File: config.mk
export PLATFORM = sky130hd
export DESIGN_NAME = bram_capture_ctrl
export DESIGN_NICKNAME = d
export VERILOG_FILES = /design/src/rtl/bram_capture_ctrl.sv
export SDC_FILE = /design/constraint.sdc
export NUM_CORES = 1
export LEC_CHECK = 0
export ABC_AREA = 1
export CAP_MARGIN = 20
export CELL_PAD_IN_SITES_DETAIL_PLACEMENT = 0
export CELL_PAD_IN_SITES_GLOBAL_PLACEMENT = 1
export CORE_MARGIN = 3
export CORE_UTILIZATION = 40
export CTS_CLUSTER_SIZE = 10
export DETAILED_ROUTE_END_ITERATION = 10
export PLACE_DENSITY = 0.84
export SYNTH_ARGS = -nofsm -noshare
export SYNTH_HDL_FRONTEND = slang
export SYNTH_SLANG_ARGS = --single-unit
File: constraint.sdc
create_clock -name clk -period 4.6 [get_ports clk]
set_clock_uncertainty 0.1 [all_clocks]
set_input_delay 0.69 -clock clk [delete_from_list [all_inputs] [get_ports clk]]
set_output_delay 0.69 -clock clk [all_outputs]
set_load 0.005 [all_outputs]
File: src/rtl/bram_capture_ctrl.sv
// bram_capture_ctrl: arm / trigger / post-trigger delay / burst-write sequencer
// for the ADC capture BRAM. It drives word-aligned byte addresses and all-or-
// nothing byte write enables, and reports busy, done and a completed-capture
// count back to the register interface.
//
// The debug output state_dbg carries the current FSM state
// (0 IDLE, 1 ARMED, 2 DELAY, 3 CAPTURE, 4 DONE).
//
// Control handshake: arm and abort are single-cycle requests and are sampled
// on every rising edge of clk, with no ready/ack signal. abort wins over
// everything else. arm is accepted only in IDLE or DONE. clken qualifies
// samples, so DELAY and CAPTURE advance only on cycles where clken is high.
module bram_capture_ctrl #(
  parameter int ADDR_WIDTH  = 13,
  parameter int DELAY_WIDTH = 16
) (
  input  logic                   clk,
  input  logic                   resetn,
  input  logic                   clken,
  input  logic                   arm,
  input  logic                   abort,
  input  logic                   trig_sel,
  input  logic                   trig_sw,
  input  logic                   trig_ext,
  input  logic [ADDR_WIDTH-1:0]  length,
  input  logic [DELAY_WIDTH-1:0] delay,
  output logic [31:0]            address,
  output logic [3:0]             wen,
  output logic                   busy,
  output logic                   done,
  output logic [31:0]            capture_count,
  output logic [2:0]             state_dbg
);

  typedef enum logic [2:0] {
    S_IDLE    = 3'd0,
    S_ARMED   = 3'd1,
    S_DELAY   = 3'd2,
    S_CAPTURE = 3'd3,
    S_DONE    = 3'd4
  } state_t;

  state_t state, state_n;

  // The word index is one bit wider than the address so that a full-depth
  // burst length (2^ADDR_WIDTH) is representable. The last index, N-1, always
  // fits in ADDR_WIDTH bits: length-1 wraps to all ones when length is 0.
  logic [ADDR_WIDTH:0]    idx;
  logic [ADDR_WIDTH-1:0]  last_idx;
  logic [DELAY_WIDTH-1:0] dly_l;
  logic [DELAY_WIDTH-1:0] dcnt;
  logic                   trig_ext_d;

  logic trig_evt;
  logic load;
  logic do_write;
  logic last_write;
  logic dcnt_inc;

  // The external trigger is a rising edge. The software trigger is a level.
  assign trig_evt  = trig_sel ? (trig_ext & ~trig_ext_d) : trig_sw;
  assign state_dbg = state;

  // State register.
  always_ff @(posedge clk) begin
    if (!resetn) state <= S_IDLE;
    else         state <= state_n;
  end

  // Next-state logic and datapath strobes; abort overrides every other request.
  always_comb begin
    state_n    = state;
    load       = 1'b0;
    do_write   = 1'b0;
    last_write = 1'b0;
    dcnt_inc   = 1'b0;
    if (abort) begin
      state_n = S_IDLE;
    end else begin
      case (state)
        S_IDLE, S_DONE: begin
          if (arm) begin
            load    = 1'b1;
            state_n = S_ARMED;
          end
        end
        S_ARMED: begin
          if (trig_evt) state_n = (dly_l != '0) ? S_DELAY : S_CAPTURE;
        end
        S_DELAY: begin
          if (clken) begin
            dcnt_inc = 1'b1;
            if (dcnt == dly_l - DELAY_WIDTH'(1)) state_n = S_CAPTURE;
          end
        end
        S_CAPTURE: begin
          if (clken) begin
            do_write = 1'b1;
            if (idx == {1'b0, last_idx}) begin
              last_write = 1'b1;
              state_n    = S_DONE;
            end
          end
        end
        default: state_n = S_IDLE;
      endcase
    end
  end

  // Datapath: latched parameters, counters and registered outputs.
  always_ff @(posedge clk) begin
    if (!resetn) begin
      idx           <= '0;
      last_idx      <= '0;
      dly_l         <= '0;
      dcnt          <= '0;
      trig_ext_d    <= 1'b1;
      address       <= '0;
      wen           <= 4'h0;
      busy          <= 1'b0;
      done          <= 1'b0;
      capture_count <= '0;
    end else begin
      trig_ext_d <= trig_ext;
      wen        <= do_write ? 4'hF : 4'h0;
      busy       <= (state_n == S_ARMED) || (state_n == S_DELAY) ||
                    (state_n == S_CAPTURE);
      done       <= (state_n == S_DONE);
      if (load) begin
        idx      <= '0;
        dcnt     <= '0;
        last_idx <= length - ADDR_WIDTH'(1);
        dly_l    <= delay;
      end
      if (dcnt_inc) dcnt <= dcnt + DELAY_WIDTH'(1);
      if (do_write) begin
        address <= 32'(idx[ADDR_WIDTH-1:0]) << 2;
        idx     <= idx + (ADDR_WIDTH+1)'(1);
      end
      if (last_write) capture_count <= capture_count + 32'd1;
    end
  end

endmodule

# --- After elaboration in Yosys (flattened, before gate mapping) ---
# Cells that the tools add are included.
totals:
  ff_bits: 114
  input_bits: 37
  out_inout_bits: 73
  elab_cells: 62
classes:
  add_sub_neg: 5
  eq_ne: 10
  mux: 27
  bitwise_logic: 2
  n_reduce_logical: 7
ops:
  columns: ["cell", "count"]
  rows:
  - ["$add 32x1->32 const B", 1]
  - ["$mux 16", 2]
  - ["$mux 14", 2]
  - ["$mux 3", 7]
  - ["$add 16x1->16 const B", 1]
  - ["$eq 16x16->1", 1]
  - ["$reduce_bool 16->1", 1]
  - ["$sub 16x1->16 const B", 1]
  - ["$add 14x1->14 const B", 1]
  - ["$eq 14x13->1", 1]
  - ["$mux 1", 14]
  - ["$sub 13x1->13 const B", 1]
  - ["$eq 3x2->1 const B", 4]
  - ["$pmux 3 s4", 1]
  - ["$eq 3x1->1 const B", 2]
  - ["$eq 3x3->1 const B", 2]
  - ["$mux 4", 1]
  - ["$reduce_bool 2->1", 2]
  - ["$logic_not 3->1", 1]
  - ["$logic_or 1x1->1", 2]
  - ["$reduce_or 2->1", 1]
  - ["$and 1x1->1", 1]
  - ["$not 1->1", 1]

# --- Longest topological paths before layout ---
logic_depth:
  ltp_word: 9
  ltp_mapped: 15
  ltp_nobuf: 15

# --- Worst setup path after synthesis ---
# Ideal clock, no wire load.
synth_path:
  path_type: "input to register"
  startpoint: "input clken"
  endpoint: "register dcnt[14]"
  setup_ps: 119
  arrival_ps: 1806
  required_ps: 4381
  slack_ps: 2575
  cell_stages: 9
  n_path_buf: 0
  path_cell_list: "nand4_1 -> nor2_4 -> inv_1 -> nor3_1 -> nand2_1 -> nor2_1 -> nand2_1 -> o21ai_0 -> a21oi_1"
synth_via:
  elab_chain_cells: 4
  word_cells_on_any_way: 5
  cone_classes: "mux: 4; reduce/logical: 1"
synth_lines:
  columns: ["item", "line_no", "source"]
  rows:
  - ["from (decl)", "19", "input logic clken,"]
  - ["$mux 1 *", "91", "if (clken) begin"]
  - ["$mux 1 *", "80", "case (state)"]
  - ["$mux 1 *", "77", "if (abort) begin"]
  - ["$mux 16 / $reduce_bool 2->1 (equally long branches)", null, null]
  - ["to (signal assigned)", "135", "if (dcnt_inc) dcnt <= dcnt + DELAY_WIDTH'(1);"]
  - ["to (decl)", "51", "logic [DELAY_WIDTH-1:0] dcnt;"]
# Every way passes the cells marked *; elsewhere a longest branch is shown, timed or not.
# A chain may end at the register's enable or synchronous reset.

# --- Final worst setup path ---
layout_path:
  startpoint: "input clken"
  endpoint: "register capture_count[14]"
layout_via:
  elab_chain_cells: 3
layout_lines:
  columns: ["item", "line_no", "source"]
  rows:
  - ["$mux 1", "97", "if (clken) begin"]
  - ["$mux 1", "80", null]
  - ["$mux 1", "77", null]
  - ["to (signal assigned)", "140", "if (last_write) capture_count <= capture_count + 32'd1;"]
  - ["to (decl)", "31", "output logic [31:0] capture_count,"]
# No other way between the ends.

==> qor_table.md <==
| Result | Reported |
|:---|:---|
| Crit path cell chain | clkdlybuf4s50_1, inv_1, nor3_4, inv_2, nor2_8, nand2_2, nor3_4, a21oi_1, o21a_1 |
| Top flip-flop cell by instance count after synthesis | dfxtp_1 |
| Area share of and/or/nand/nor cells after synthesis | 32.5% |
| List of most frequent post-synthesis cells | nand2_1 (240), inv_1 (116), dfxtp_1 (111), nor2_1 (111), a21oi_1 (77) |
| Worst slew pin tran | 1.00 ns |
| Register area share after synthesis | 35.7% |
| DRT Wirelength | 16200 um |
| Period utilisation layout | 58.1% |
| GP Congestion | 0.903 |
| Setup slack of the critical path after layout | 1.93 ns |
| DRC Markers | 0 |
| Static Leakage | 2.92 nW |
| Relative slew slack | 33.1% |
| Share of cell area taken by muxes after synthesis | 0.181% |
| Largest family of logic cells by synthesized area | simple AND/OR/NAND/NOR gates |
| Leftover overflow at the end of global routing | 0 |
| Fraction of synthesized cell area in xor and xnor cells | 4.22% |
| Number of maximum-capacitance constraint violations | 0 |
| Data arrival time of the critical path | 2.83 ns |
| Leading cell types by total area after synthesis | dfxtp_1 (36%), nand2_1 (14%), inv_1 (7.0%) |
| Top Ports | 110 |
| Crit path buf inv count | 3 |
| Number of enable-type register cells in the synthesized netlist | 0 |
| Routed WL per cell | 13.3 um |
| CP Data Required Time | 4.76 ns |
| Nets | 1073 |
| Synth cell types | 42 |
| Nature of the critical path startpoint | input pin |
| Cell area after technology mapping | 6220 um^2 |
| Estimated wirelength of the detail-placed design | 12200 um |
| Via count of the first global-routing pass | 5376 |
| Complex-gate fraction of the synthesized area | 15.1% |
| Overall Global Routing Usage | 19.3% |
| Cell mode on critical path | nor3_4 |
| Count of port buffers added during placement | 90 |
| Clock tree root buffer cell | clkbuf_16 |
| Post-synth top area share | 35.7% |
| Starting density of the core | 41.9% |
| Biggest fanout along the worst timing path | 14 |
| Length of the first detailed-routing pass in iterations | 6 |
| VDD IR max | 199 uV |
| Layout cells sized above 1 | 4.05% |
| Family with the most delay on the worst path | simple AND/OR/NAND/NOR gates |
| Antenna violations before repair | 0 |
| FFs w/ async S/R, synth | 0% |
| PwrDens | 266 nW/um^2 |
| Tmin final | 2.67 ns |
| Antenna diodes | 0 |
| Post-CTS setup buffer count | 0 |
| Fmax | 0.374 GHz |
| Outcome | finished, final reports clean |
| Worst min-delay path class | reg -> reg |
| Wire length of the first global-routing pass | 26500 um |
| CTS Buf Count | 9 |
| Nature of the critical path endpoint | flip-flop |
| Unrepaired setup endpoints after global routing | false |
| Routed via count | 6036 |
| Adder and majority cell fraction of the synthesized area | 1.01% |
| Total power | 1.99 mW |
| Setup tns final | 0 ns |
| Chip width | 131 um |
| Growth of design area from synthesis to finish | 20.2% |
| Cell row count | 44 |
| Final Hold Slack | 0.372 ns |
| Worst Path Class, Setup | in -> reg |
| Resized cells post-CTS | 0 |
| Area enclosed by the die boundary | 17100 um^2 |
| Biggest cell delay along the critical path | 0.52 ns |
| Post-detailed-route count of antenna-violating nets | 0 |
| Slowest CP cell | clkdlybuf4s50_1 |
| Cell type contributing the most total cell area after synthesis | dfxtp_1 |
| Number of max-slew violations in the final report | 0 |
| Syn Area/Cell | 6.54 um^2 |
| Register bit count reported by yosys | 111 |
| Post-CTS Hold Fix Bufs | 0 |
| DR iter-0 viols | 362 |
| TritonCTS clock tree | done |
| Latest clock arrival within the worst-skew pair | 0.36 ns |
| Post-placement worst setup slack | 1.55 ns |
| Count of yosys warnings during synthesis | 0 |
| Height of the die | 131 um |
| Deepest clock path buffer count | 2 |
| Htree depth | 3 |
| Core Footprint | 14900 um^2 |
| Largest net degree at the start of global routing | 59 |
| Clock-pin slew on the worst setup and hold paths | 0.08 ns |
| Clock sinks | 111 |
| Final Hold Vio Count | 0 |
| Final setup violation count | 0 |
| Post-Synthesis Cells | 952 |
| Final Util | 50.3% |
| Via count normalized by instance count | 4.95 |
| Most frequent cell after synthesis | nand2_1 |
-- cell type report --
cell class	instances	area [um^2]
timing repair buffer	96	941
clock inverter	5	41.3
inverter	119	447
tap	184	230
clock buffer	11	233
multi-input combinational	694	3370
sequential	111	2220
fill	1500	7380
-- tightest hold or removal path, stage by stage (launching register included) --
cell,delay (ns)
dfxtp_1,0.31
nand2_1,0.06
a21oi_1,0.06
-- sequential cells by signal, summed over array words and instances (netlist names) --
register,cells
state_dbg,3
address,13
last_idx,13
dly_l,16
capture_count,32
wen,1
busy,1
dcnt,16
idx,14
trig_ext_d,1
done,1
-- cell usage in the layout (no fill, tap or decap), types with 5 or more instances in the layout --
| master | synthesis | routed |
|---|---|---|
| nor3_1 | 26 | 26 |
| o21ai_0 | 66 | 66 |
| xnor2_1 | 12 | 12 |
| dfxtp_1 | 111 | 111 |
| a31oi_1 | 5 | 5 |
| nor2_1 | 111 | 111 |
| clkdlybuf4s50_1 | 0 | 89 |
| a21oi_1 | 77 | 77 |
| conb_1 | 1 | 19 |
| a211oi_1 | 9 | 9 |
| nand4_1 | 16 | 16 |
| nand2_1 | 240 | 240 |
| clkbuf_16 | 0 | 9 |
| nand3_1 | 46 | 46 |
| inv_1 | 116 | 116 |
| ha_1 | 5 | 5 |
| a221oi_1 | 5 | 5 |
| xor2_1 | 18 | 18 |
| buf_4 | 22 | 6 |
-- logic make-up after synthesis --
group / count (synthesis)
and+or+nand+nor: 467
AOI/OAI and AO/OA: 172
buffers and inverters: 165
DFF: 111
xor gates and xnor gates: 30
adders and majority gates: 5
other: 1
muxes: 1
-- worst paths after layout --
| check | startpoint | slack (ns) | depth (start not counted) | endpoint |
|---|---|---|---|---|
| min | idx[13] | 0.37 | 2 | idx[13] |
| max | clken | 1.93 | 9 | capture_count[14] |
| max reg2reg | state_dbg[1] | 2.26 | 8 | capture_count[14] |
| min reg2reg | idx[13] | 0.37 | 2 | idx[13] |
-- power by group --
part,internal [mW],switching [mW]
Combinational,0.0935,0.150
Clock,0.374,0.372
Sequential,0.980,0.0177
-- metal layers --
metal / wire length (um) / share of wire (%) / GRT usage [%] / up-vias
met3: 742 / 4.6 / 4.39 / 12
met1: 7960 / 49 / 26.5 / 2697
met2: 7350 / 45 / 31.0 / 131
met5: 0 / 0 / 0 / -
met4: 177 / 1.1 / 4.78 / 0
li1: - / - / - / 3196
-- metrics by stage --
step                      instance area [um^2]  instances
after detailed placement                  7210       1204
after global routing                      7480       1220
after global placement                    7210       1204
after floorplan                           6290        970
final                                     7480       1220
after CTS                                 7480       1220
No activity file was read; power rests on OpenSTA's default activity.
